===== src/rtl/bcd_cascade_counter_pkg.sv =====
// Shared constants and helpers for the cascaded BCD counter.
// Holds the digit width, the decimal modulus, the direction encoding and the per-digit arithmetic.
package bcd_cascade_counter_pkg;

  localparam int BCD_W   = 4;
  localparam int DEC_MOD = 10;

  typedef enum logic {
    DOWN = 1'b0,
    UP   = 1'b1
  } dir_e;

  // Loaded digits that are out of range for their modulus are replaced by zero.
  function automatic logic [BCD_W-1:0] digit_sanitize(input logic [BCD_W-1:0] d,
                                                      input int modulus);
    logic [BCD_W-1:0] res;
    res = d;
    if (d >= BCD_W'(modulus)) begin
      res = '0;
    end
    return res;
  endfunction

  function automatic logic [BCD_W-1:0] digit_step(input logic [BCD_W-1:0] cur,
                                                  input dir_e dir,
                                                  input int modulus);
    logic [BCD_W-1:0] res;
    res = cur;
    if (dir == UP) begin
      res = (cur == BCD_W'(modulus - 1)) ? '0 : cur + BCD_W'(1);
    end else begin
      res = (cur == '0) ? BCD_W'(modulus - 1) : cur - BCD_W'(1);
    end
    return res;
  endfunction

endpackage


===== src/rtl/bcd_cascade_counter_digit.sv =====
// One BCD digit with programmable modulus: synchronous reset, load, and up/down step.
// Exposes at_max/at_zero so the parent can build the ripple-free step enables.
module bcd_digit
  import bcd_cascade_counter_pkg::*;
#(
  parameter int MODULUS = DEC_MOD
) (
  input  logic             clk,
  input  logic             rst,
  input  logic             step,
  input  logic             up_dn,
  input  logic             load,
  input  logic [BCD_W-1:0] d,
  output logic [BCD_W-1:0] q,
  output logic             at_max,
  output logic             at_zero
);

  localparam logic [BCD_W-1:0] MAX_VAL = BCD_W'(MODULUS - 1);

  logic [BCD_W-1:0] q_q;
  logic [BCD_W-1:0] q_d;

  // Load beats step; reset beats both in the register below.
  always_comb begin
    q_d = q_q;
    if (load) begin
      q_d = digit_sanitize(d, MODULUS);
    end else if (step) begin
      q_d = digit_step(q_q, dir_e'(up_dn), MODULUS);
    end
  end

  always_ff @(posedge clk) begin
    if (rst) begin
      q_q <= '0;
    end else begin
      q_q <= q_d;
    end
  end

  assign q       = q_q;
  assign at_max  = (q_q == MAX_VAL);
  assign at_zero = (q_q == '0);

endmodule


===== src/rtl/bcd_cascade_counter.sv =====
// Cascaded up/down BCD counter built from NUM_DIGITS bcd_digit instances.
// The top digit uses MSD_MODULUS; carry_out flags the wrapping cycle for direct cascading.
module bcd_cascade_counter
  import bcd_cascade_counter_pkg::*;
#(
  parameter int NUM_DIGITS  = 2,
  parameter int MSD_MODULUS = 6
) (
  input  logic                        clk,
  input  logic                        rst,
  input  logic                        en,
  input  logic                        up_dn,
  input  logic                        load,
  input  logic [BCD_W*NUM_DIGITS-1:0] load_val,
  output logic [BCD_W*NUM_DIGITS-1:0] count,
  output logic                        carry_out
);

  logic [NUM_DIGITS-1:0] at_max;
  logic [NUM_DIGITS-1:0] at_zero;
  logic [NUM_DIGITS-1:0] step;

  // low_*[i] is true when every digit below i sits at its terminal value.
  logic [NUM_DIGITS:0]   low_max;
  logic [NUM_DIGITS:0]   low_zero;
  logic                  terminal;

  assign low_max[0]  = 1'b1;
  assign low_zero[0] = 1'b1;

  for (genvar i = 0; i < NUM_DIGITS; i++) begin : g_digit
    localparam int DIG_MOD = (i == NUM_DIGITS - 1) ? MSD_MODULUS : DEC_MOD;

    assign low_max[i+1]  = low_max[i] & at_max[i];
    assign low_zero[i+1] = low_zero[i] & at_zero[i];
    assign step[i]       = en & ((dir_e'(up_dn) == UP) ? low_max[i] : low_zero[i]);

    bcd_digit #(
      .MODULUS (DIG_MOD)
    ) u_digit (
      .clk     (clk),
      .rst     (rst),
      .step    (step[i]),
      .up_dn   (up_dn),
      .load    (load),
      .d       (load_val[BCD_W*i +: BCD_W]),
      .q       (count[BCD_W*i +: BCD_W]),
      .at_max  (at_max[i]),
      .at_zero (at_zero[i])
    );
  end

  assign terminal  = (dir_e'(up_dn) == UP) ? low_max[NUM_DIGITS] : low_zero[NUM_DIGITS];
  assign carry_out = en & ~load & ~rst & terminal;

endmodule


===== config.mk =====
export PLATFORM = sky130hd
export DESIGN_NAME = bcd_cascade_counter
export DESIGN_NICKNAME = d
export VERILOG_FILES = /design/src/rtl/bcd_cascade_counter_pkg.sv /design/src/rtl/bcd_cascade_counter_digit.sv /design/src/rtl/bcd_cascade_counter.sv
export SDC_FILE = /design/constraint.sdc
export NUM_CORES = 1
export LEC_CHECK = 0
export CORE_MARGIN = 4
export CORE_UTILIZATION = 35
export DETAILED_ROUTE_END_ITERATION = 8
export SYNTH_ARGS = -nofsm -noshare
export SYNTH_HDL_FRONTEND = slang
export SYNTH_SLANG_ARGS = --single-unit

===== constraint.sdc =====
create_clock -name clk -period 3.4 [get_ports clk]
set_input_delay 0.68 -clock clk [delete_from_list [all_inputs] [get_ports clk]]
set_output_delay 0.68 -clock clk [all_outputs]
set_load 0.02 [all_outputs]

# Word-level counts from Yosys, hierarchy flattened
# Index checks and enable logic that the tools add are counted.
# Widths: inputs -> output; s select.
[word_totals]
reg_bits = 8
in_bits = 13
out_inout_bits = 9
word_cells = 36
[classes]
addsub = 4
order_cmp = 2
eq_ne = 2
n_mux = 14
bitwise_logic = 8
reduce_logical = 4
[ops]
columns = ["cell", "n"]
rows = [
  ["$mux 4", 12],
  ["$add 4x1->4 const B", 2],
  ["$logic_not 4->1", 2],
  ["$sub 4x1->4 const B", 2],
  ["$and 1x1->1", 6],
  ["$eq 4x3->1 const B", 1],
  ["$eq 4x4->1 const B", 1],
  ["$ge 4x3->1 const B", 1],
  ["$ge 4x4->1 const B", 1],
  ["$reduce_bool 2->1", 2],
  ["$mux 1", 2],
  ["$not 1->1", 2],
]

# Logic depth before layout (Yosys ltp)
[depth]
ltp_word = 5
ltp_mapped = 5
ltp_nobuf = 4

# Hierarchy
# Synthesis repeated with hierarchy kept, for this count alone.
[hier_totals]
cells_unflattened = 105
area_unflattened_um2 = 818.3
[by_module_without_submodules]
columns = ["module", "n_inst", "cells_per_inst", "area_each_um2", "seq_area_each_um2"]
rows = [
  ["bcd_digit at g_digit[0].u_digit", 1, 52, 404.1, 80.1],
  ["bcd_digit at g_digit[1].u_digit", 1, 47, 356.6, 80.1],
  ["bcd_cascade_counter", 1, 6, 57.6, 0.0],
]

# Worst setup path before layout
# No wires, ideal clock.
[synth_timing]
kind = "input to output"
from = "input port en"
to = "output port carry_out"
arrival_ps = 1500
required_time_ps = 2720
slack_ps = 1220
cell_stages = 4
path_buffers = 1
path_cell_list = "buf_2 nor3b_2 o21ai_1 nor2_1"
[synth_via]
elab_chain_len = 3
[synth_lines]
columns = ["item", "line", "text"]
rows = [
  ["start, declared", "bcd_cascade_counter.sv:11", "input logic en,"],
  ["$and 1x1->1 (3 in a row)", "bcd_cascade_counter.sv:54", "assign carry_out = en & ~load & ~rst & terminal;"],
  ["end, declared", "bcd_cascade_counter.sv:16", "output logic carry_out"],
]
# Every way passes these cells.

# Worst setup path after layout
[layout_timing]
from = "input port up_dn"
to = "output port carry_out"
[layout_via]
elab_chain_len = 2
[layout_lines]
columns = ["item", "line", "text"]
rows = [
  ["start, declared", "bcd_cascade_counter.sv:12", "input logic up_dn,"],
  ["$mux 1", "bcd_cascade_counter.sv:53", "assign terminal = (dir_e'(up_dn) == UP) ? low_max[NUM_DIGITS] : low_zero[NUM_DIGITS];"],
  ["$and 1x1->1", "bcd_cascade_counter.sv:54", ""],
]
# Every way passes these cells.

==> impl_metrics.yaml <==
outcome:
  status: "finished clean"
synth:
  async_flop_share_pct: 0
  syn-instance-count: 96
  ys_warn_count: 0
  syn_nets: 109
  synth_common_cells: "dfxtp_1 (8), nor2_1 (8)"
  ys_seq_elements: 8
  synth.top_cell.area_share_pct: 22.9
  synth_top_flop_cell: "dfxtp_1"
  yosysSeqAreaShare_pct: 22.9
  ys_types: 36
  synth_top_area_cell: "dfxtp_1"
  synth_edf_count: 0
  avgSynthCellArea_sq_um: 7.27
  synth.area.top_cells: "dfxtp_1 (23%), xnor2_1 (5.0%), nor3_1 (4.3%)"
  netlist_area_sq_um: 698
placed_design:
  dp_hpwl_mm: 1.28
  post-place-cells: 139
  gp_congestion: 0.793
  portBuffers: 21
  placed_area_sq_um: 937
sta:
  hold_viol: 0
  post-route-period-util_pct: 90.6
  finalSetupTns_ns: 0
  post-route-min-period_ns: 3.08
  final-setup-viol-count: 0
  max_freq_mhz: 325
  rsz0062_at_grt: "no"
  fin_worst_skew_ns: 0.00480
  whs_ns: 0.625
  slew_viol_final: 0
  relSlewSlack_pct: 65.2
  worstMarginPinSlew_ns: 0.521
worst_setup_path:
  crit_path_frequent_cell: "clkdlybuf4s50_1"
  setup.worst_path.end_class: "output port"
  cpMaxStageDelayCell: "clkdlybuf4s50_1"
  cp_slowest_stage_delay_ns: 0.55
  crit_type: "primary input to output port"
  path_buf_inv: 2
  path_cells: "clkdlybuf4s50_1 -> and3_1 -> o21ai_1 -> nor2_1 -> clkdlybuf4s50_1"
  crit_arrival_ns: 2.40
  cp.required_ns: 2.72
  crit_family: "buffers and inverters"
  crit_fanout: 10
  startpoint_type: "primary input"
floorplan:
  num_io_pins: 22
  die_w_microns: 52.7
  row_count: 15
  die_h_microns: 52.7
  core_sq_um: 1800
  dieArea_sq_um: 2770
  start_util_pct: 38.8
clock_tree:
  cts.sinks: 8
  cts_setup_buffers: 0
  clk_latency_ns: 0.26
  cts_hold_buffers: 0
  cts_tree: "built"
  clkTransAtPathRegs_ns: 0.05
  root_buffer: "clkbuf_4"
  cts_buffers: 3
  cts-htree-levels: 1
  ctsResizeCount: 0
  clockBufferDepth: 2
power:
  leakage_nw: 0.372
  swShare_pct: 32.1
  peakVddDrop_v: 0.000161
  p_sw_mw: 0.0881
  p_per_area_nw_per_um2: 286
  p_clk_share_pct: 27.1
  finalPower_mw: 0.274
  p_seq_share_pct: 42.3
  power.internal_mw: 0.186
  combPwrFrac_pct: 30.6
global_route:
  grt_start_max_net_pins: 17
  grt_util_all_layers_pct: 13.7
  grt_first_pass_wirelength_mm: 2.84
  grt_pass1_vias: 620
  grt_overflow: 0
  antenna_found_initial: 0
detailed_routing:
  drt_iter0_drc: 18
  ant_nets: 0
  vias: 776
  wl_mm: 1.75
  wl_per_cell_microns: 12.3
  vias_per_cell: 5.46
  firstDrtPassIters: 4
  drc: 0
final_layout:
  largest_reg_flops: 8
  drive_gt1_share_pct: 9.40
  layout.cells.non_filler: 142
  synthToLayoutAreaGrowth_pct: 37.5
  antenna_cells: 0
  postLayoutCellArea_sq_um: 960
  finalNetCount: 132
worst_hold_path:
  hold_class: "flip-flop to flip-flop"
run:
  cap_violations: 0
==> final cells by class <==
class                           count  area (sq um)
Fill cell                         195           842
Multi-Input combinational cell     75           483
Timing Repair Buffer               25           240
Sequential cell                     8           160
Tap cell                           25          31.3
Clock buffer                        3          22.5
Inverter                            6          22.5
==> worst reg2reg max path: stages (launching register included) <==
cell,delay (ns)
dfxtp_1,0.46
or4_4,0.59
o31a_1,0.29
mux2i_1,0.14
nor2_1,0.05
==> metal layers <==
| metal | vias to the layer above | part of all wire [%] | global-route usage [%] |
|---|---|---|---|
| li1 | 397 | - | - |
| met1 | 348 | 51 | 19.0 |
| met2 | 28 | 41 | 19.0 |
| met3 | 3 | 5.8 | 3.42 |
| met4 | 0 | 1.4 | 7.66 |
| met5 | - | 0 | 0 |
==> power groups by stage <==
stage / registers [mW] / clock network [mW] / logic (mW)
global route: 0.118 / 0.0823 / 0.0918
global placement: 0.117 / 0 / 0.0835
detailed placement: 0.117 / 0 / 0.0840
CTS: 0.116 / 0.0752 / 0.0846
floorplan: 0.114 / 0 / 0.0491
finish: 0.116 / 0.0743 / 0.0841
==> cells by family after synthesis <==
| group | synth area share (%) |
|---|---|
| multiplexers | 2.87 |
| AND/OR/NAND/NOR | 35.7 |
| flip-flops | 22.9 |
| buffers and inverters | 7.88 |
| AO/OA/AOI/OAI | 24.4 |
| XOR/XNOR | 6.27 |
==> layout by cell type, fill, tap and decap left out, types with 2 or more instances in the layout <==
cell,n
clkdlybuf4s50_1,21
o21ai_1,6
a211oi_1,3
inv_1,6
and4_1,2
a221oi_1,2
a21oi_1,4
nand4_1,2
o21ai_0,4
nand2_1,6
mux2i_1,2
nor3_1,6
clkbuf_4,3
and3_1,3
buf_4,4
dfxtp_1,8
xnor2_1,4
nor2_1,8
nor2b_1,2
and4b_1,2
o211ai_1,2
a31oi_1,2
==> stage by stage <==
| stage | utilization, % | setup WS, ns |
|---|---|---|
| floorplan | - | 1.22 |
| global placement | 52.0 | 0.353 |
| detailed placement | 52.0 | 0.334 |
| CTS | 53.3 | 0.325 |
| global route | 53.3 | 0.190 |
| finish | 53.3 | 0.321 |
==> final timing paths <==
check,start,end,slack [ns],cells past startpoint
max,up_dn,carry_out,0.32,5
min,g_digit[1].u_digit.q[3]$_SDFFE_PP0P_,g_digit[1].u_digit.q[3]$_SDFFE_PP0P_,0.62,3
min reg2reg,g_digit[1].u_digit.q[3]$_SDFFE_PP0P_,g_digit[1].u_digit.q[3]$_SDFFE_PP0P_,0.62,3
max reg2reg,g_digit[0].u_digit.q[3]$_SDFFE_PP0P_,g_digit[1].u_digit.q[3]$_SDFFE_PP0P_,1.76,4
Note: power is estimated with default switching activity, not from simulation.
